**src/rtl/rsa_pkg.sv**
```systemverilog
// Shared widths and FSM encoding for the RSA key-generation blocks.
package rsa_pkg;

    localparam int ADDR_W_DEF = 13;
    localparam int DATA_W_DEF = 16;
    localparam int MODULUS_W  = 2 * DATA_W_DEF;

    typedef enum logic [2:0] {
        S_IDLE   = 3'd0,
        S_ADDR_P = 3'd1,
        S_CAP_P  = 3'd2,
        S_ADDR_Q = 3'd3,
        S_CAP_Q  = 3'd4,
        S_CHECK  = 3'd5,
        S_DONE   = 3'd6
    } pick_state_t;

endpackage

```
**src/rtl/prime_pair_picker.sv**
```systemverilog
// Picks two distinct primes from the prime ROM and forms their product,
// optionally stepping q forward until the modulus has its top bit set.
module prime_pair_picker
    import rsa_pkg::*;
#(
    parameter int ADDR_W      = ADDR_W_DEF,
    parameter int DATA_W      = DATA_W_DEF,
    parameter int MAX_RETRY   = 16,
    parameter int REQUIRE_MSB = 1
) (
    input  logic                clk,
    input  logic                rst_n,
    input  logic                start,
    input  logic [ADDR_W-1:0]   seed_a,
    input  logic [ADDR_W-1:0]   seed_b,
    output logic [ADDR_W-1:0]   rom_addr,
    input  logic [DATA_W-1:0]   rom_data,
    output logic                busy,
    output logic                done,
    output logic                err,
    output logic [DATA_W-1:0]   p,
    output logic [DATA_W-1:0]   q,
    output logic [2*DATA_W-1:0] n
);

    localparam int MW = 2 * DATA_W;
    localparam int RW = $clog2(MAX_RETRY + 2);

    pick_state_t       state;
    logic [ADDR_W-1:0] idx_p;
    logic [ADDR_W-1:0] idx_q;
    logic [RW-1:0]     retry;

    logic [ADDR_W-1:0] seed_inc;
    logic [ADDR_W-1:0] idx_q_inc;
    logic [ADDR_W-1:0] idx_q_step;
    logic [MW-1:0]     prod;
    logic              accept;

    // q must never land on p's entry, either at start or while stepping.
    assign seed_inc   = seed_a + ADDR_W'(1);
    assign idx_q_inc  = idx_q + ADDR_W'(1);
    assign idx_q_step = (idx_q_inc == idx_p) ? idx_q_inc + ADDR_W'(1) : idx_q_inc;

    assign prod   = MW'(p) * MW'(q);
    assign accept = (REQUIRE_MSB == 0) || prod[MW-1];

    assign rom_addr = (state == S_ADDR_P || state == S_CAP_P) ? idx_p : idx_q;

    always_ff @(posedge clk or negedge rst_n) begin
        if (!rst_n) begin
            state <= S_IDLE;
            idx_p <= '0;
            idx_q <= '0;
            retry <= '0;
            busy  <= 1'b0;
            done  <= 1'b0;
            err   <= 1'b0;
            p     <= '0;
            q     <= '0;
            n     <= '0;
        end else begin
            case (state)
                S_IDLE: begin
                    if (start) begin
                        idx_p <= seed_a;
                        idx_q <= (seed_b == seed_a) ? seed_inc : seed_b;
                        retry <= '0;
                        err   <= 1'b0;
                        busy  <= 1'b1;
                        state <= S_ADDR_P;
                    end
                end
                S_ADDR_P: state <= S_CAP_P;
                S_CAP_P: begin
                    p     <= rom_data;
                    state <= S_ADDR_Q;
                end
                S_ADDR_Q: state <= S_CAP_Q;
                S_CAP_Q: begin
                    q     <= rom_data;
                    state <= S_CHECK;
                end
                S_CHECK: begin
                    n <= prod;
                    if (accept) begin
                        busy  <= 1'b0;
                        done  <= 1'b1;
                        state <= S_DONE;
                    end else if (retry == RW'(MAX_RETRY)) begin
                        err   <= 1'b1;
                        busy  <= 1'b0;
                        done  <= 1'b1;
                        state <= S_DONE;
                    end else begin
                        retry <= retry + RW'(1);
                        idx_q <= idx_q_step;
                        state <= S_ADDR_Q;
                    end
                end
                S_DONE: begin
                    done  <= 1'b0;
                    state <= S_IDLE;
                end
                default: begin
                    busy  <= 1'b0;
                    done  <= 1'b0;
                    state <= S_IDLE;
                end
            endcase
        end
    end

endmodule

```
**config.mk**
```make
export PLATFORM = sky130hd
export DESIGN_NAME = prime_pair_picker
export DESIGN_NICKNAME = d
export VERILOG_FILES = /design/src/rtl/rsa_pkg.sv /design/src/rtl/prime_pair_picker.sv
export SDC_FILE = /design/constraint.sdc
export NUM_CORES = 1
export LEC_CHECK = 0
export BUFFER_PORTS_ARGS = -buffer_cell sky130_fd_sc_hd__buf_2
export CAP_MARGIN = 25
export CORE_ASPECT_RATIO = 2
export CORE_MARGIN = 3
export CORE_UTILIZATION = 35
export DETAILED_ROUTE_END_ITERATION = 8
export PLACE_DENSITY = 0.51
export RECOVER_POWER = 25
export SLEW_MARGIN = 20
export SYNTH_ARGS = -nofsm -noshare
export SYNTH_HDL_FRONTEND = slang
export SYNTH_SLANG_ARGS = --single-unit
```
**constraint.sdc**
```tcl
create_clock -name clk -period 8.6 [get_ports clk]
set_input_delay 0.86 -clock clk [delete_from_list [all_inputs] [get_ports clk]]
set_output_delay 0.86 -clock clk [all_outputs]
set_load 0.02 [all_outputs]
```
==> impl_metrics.py <==
metrics = {
    "routing": {
        "wl_um": 42800,
        "drtIter0Drc": 340,
        "ant_nets": 0,
        "drtPass1Iterations": 5,
        "wl_per_cell_um": 19.8,
        "drc": 0,
        "vias_per_cell": 5.05,
        "vias": 10900,
    },
    "yosys": {
        "synth-seq-cells": 101,
        "avgSynthCellArea_um2": 9.05,
        "ys_types": 72,
        "synthArstFlopShare_pct": 100,
        "yosysSeqAreaShare_pct": 18.0,
        "synthCells": 1554,
        "yosysWarnings": 0,
        "ys.flop_type": "dfrtp_1",
        "synth_fp_nets": 1902,
        "netlist_area_mm2": 0.0141,
        "synth_edf_count": 0,
    },
    "worst_setup_path": {
        "crit_top_cell": "fa_1",
        "worst_ep_required_time_ps": 8840,
        "startpoint": "q[7]",
        "critPathKind": "reg2reg",
        "critPathCaptureType": "register",
        "r2r_start": "q[7]",
        "path_cells": "nand2_1, fa_1, inv_1, fa_1, inv_1, fa_1, inv_1, fa_1, fa_1, inv_1, fa_1, inv_1, ha_1, a21oi_1, o21ai_0, a311oi_1, nor3b_1, a211oi_2, nand3_1, nand3_1, o2111ai_1, o211ai_1",
        "cp_max_fo": 22,
        "cpPeakStageDelay_ps": 890,
        "critPathArrivalTime_ps": 7820,
        "slowest_stage": "dfrtp_1",
        "crit_path_start_kind": "register",
    },
    "final_layout": {
        "mostFrequentLayoutCell": "nand2_1",
        "syn_to_final_growth_pct": 9.84,
        "final_util_pct": 39.1,
        "layout.cells.non_filler": 2158,
        "n_antenna_cell": 0,
        "nets": 1977,
        "final_cell_mix": "253 x nand2_1, 227 x inv_1, 194 x fa_1, 133 x and2_1, 117 x buf_2",
        "drive_gt1_share_pct": 12.6,
    },
    "timing": {
        "fmax_mhz": 132,
        "worst_slack_ps": 1020,
        "clock_skew_ps": 15.6,
        "slew_violations": 117,
        "finalCritPeriodShare_pct": 88.1,
        "setup_violations": 0,
        "finalSetupTns_ps": 0,
        "hold_viol_final": 0,
        "rsz0062_at_grt": "false",
        "fin_crit_ps": 7580,
        "worst_slew_pin_slew_ps": 2880,
        "relSlewSlack_pct": -91.7,
    },
    "floorplanning": {
        "die_w_um": 148,
        "std_cell_rows": 103,
        "core_area_mm2": 0.0396,
        "dieArea_mm2": 0.0428,
        "chipHeight_um": 290,
        "initial_core_util_pct": 35.6,
        "io_pins": 125,
    },
    "clock_tree": {
        "hold_buffers": 0,
        "numCtsBuffers": 9,
        "ctsHtreeMaxLevel": 3,
        "cts_tree": "yes",
        "postCtsSetupBuffers": 0,
        "clock-root-buffer": "clkbuf_16",
        "insertion_delay_ps": 390,
        "cts_resized": 0,
        "cts_sinks": 101,
        "clock_path_buffers": 2,
        "clkSlewWorstSetupHoldPaths_ps": 90,
    },
    "place": {
        "io_buffers": 124,
        "dp.cells": 2143,
        "place_ws_ps": 1050,
        "dpl.hpwl_um": 34300,
        "place.gp.congestion": 0.933,
    },
    "global_routing": {
        "grt_pass1_wl_um": 68300,
        "grt_max_degree": 70,
        "grt_pass1_vias": 12100,
        "grt_usage_pct": 20.8,
        "overflow": 0,
        "grt_antenna_before_repair": 0,
    },
    "outcome": {
        "violations": "max-capacitance violations, max-slew violations",
        "status": "finished with violations",
    },
    "worst_hold_path": {
        "hold_start": "n[13]",
        "holdCritPathClass": "reg2reg",
    },
    "job": {
        "max_cap_viol_count": 2,
    },
}
==> sequential cells by signal, indices dropped and copies added, names as in the netlist <==
| name | count |
|---|---|
| busy | 1 |
| done | 1 |
| err | 1 |
| idx_p | 13 |
| idx_q | 13 |
| n | 32 |
| p | 16 |
| q | 16 |
| retry | 5 |
| state | 3 |
==> Yosys cell counts, drive strengths merged (16+ instances only) <==
cell | n | area, um2
a21oi | 39 | 195
xnor2 | 45 | 402
nor2 | 39 | 146
dfrtp | 101 | 2530
a21o | 21 | 158
inv | 227 | 852
ha | 109 | 1360
nand4 | 16 | 106
fa | 194 | 3880
nand2 | 255 | 962
xor2 | 31 | 272
mux2 | 43 | 484
clkbuf | 66 | 248
nand3 | 26 | 130
o21ai | 53 | 269
and2 | 134 | 838
==> routing by layer <==
| metal | wire, um | vias up | GRT usage, % |
|---|---|---|---|
| met5 | 0 | - | 0 |
| met4 | 1440 | 0 | 7.40 |
| met3 | 1120 | 74 | 2.34 |
| met2 | 24500 | 217 | 42.0 |
| met1 | 15700 | 5519 | 21.5 |
| li1 | - | 5098 | - |
==> final timing paths <==
kind                            cells past startpoint  slack, ps   endpoint
worst min-delay path                                2        480      n[13]
worst max register to register                     22       1020  idx_q[11]
max in group asynchronous                           2       5220      n[24]
worst min register to register                      2        480      n[13]
min in group asynchronous                           1       1350   idx_p[9]
worst max-delay path                               22       1020  idx_q[11]
==> area by class of cell <==
class	instances	area, um2
Fill cell	4098	24100
Clock inverter	6	71.3
Clock buffer	9	225
Inverter	228	856
Sequential cell	101	2530
Tap cell	525	657
Multi-Input combinational cell	1149	10400
Timing Repair Buffer	140	724
==> per-stage QoR <==
step,instance area [um2],hold slack [ps]
after floorplan,14100,468
after global placement,15200,460
after detailed placement,15200,462
after CTS,15500,481
after global routing,15500,500
final,15500,482
==> logic make-up (layout without fill, tap and decap cells) <==
family	after synthesis	after routing	synth area share (%)
muxes	51	51	4.01
xor gates and xnor gates	79	79	5.27
adders and majority gates	303	303	37.3
and+or+nand+nor	533	533	18.7
AOI/OAI and AO/OA	183	183	8.51
buffers and inverters	304	383	8.24
DFF	101	101	18.0
==> worst max-delay path, delay by kind of cell, from the launching register on <==
family | cells | cell delay (ps)
compound gates | 6 | 1430
fa+ha+maj | 7 | 3400
buf+inv | 5 | 250
flops | 1 | 890
simple gates | 4 | 1440
Power is left out: the tool's default activity adds up to more than one toggle a clock period on the data nets, which glitch-free logic cannot reach.
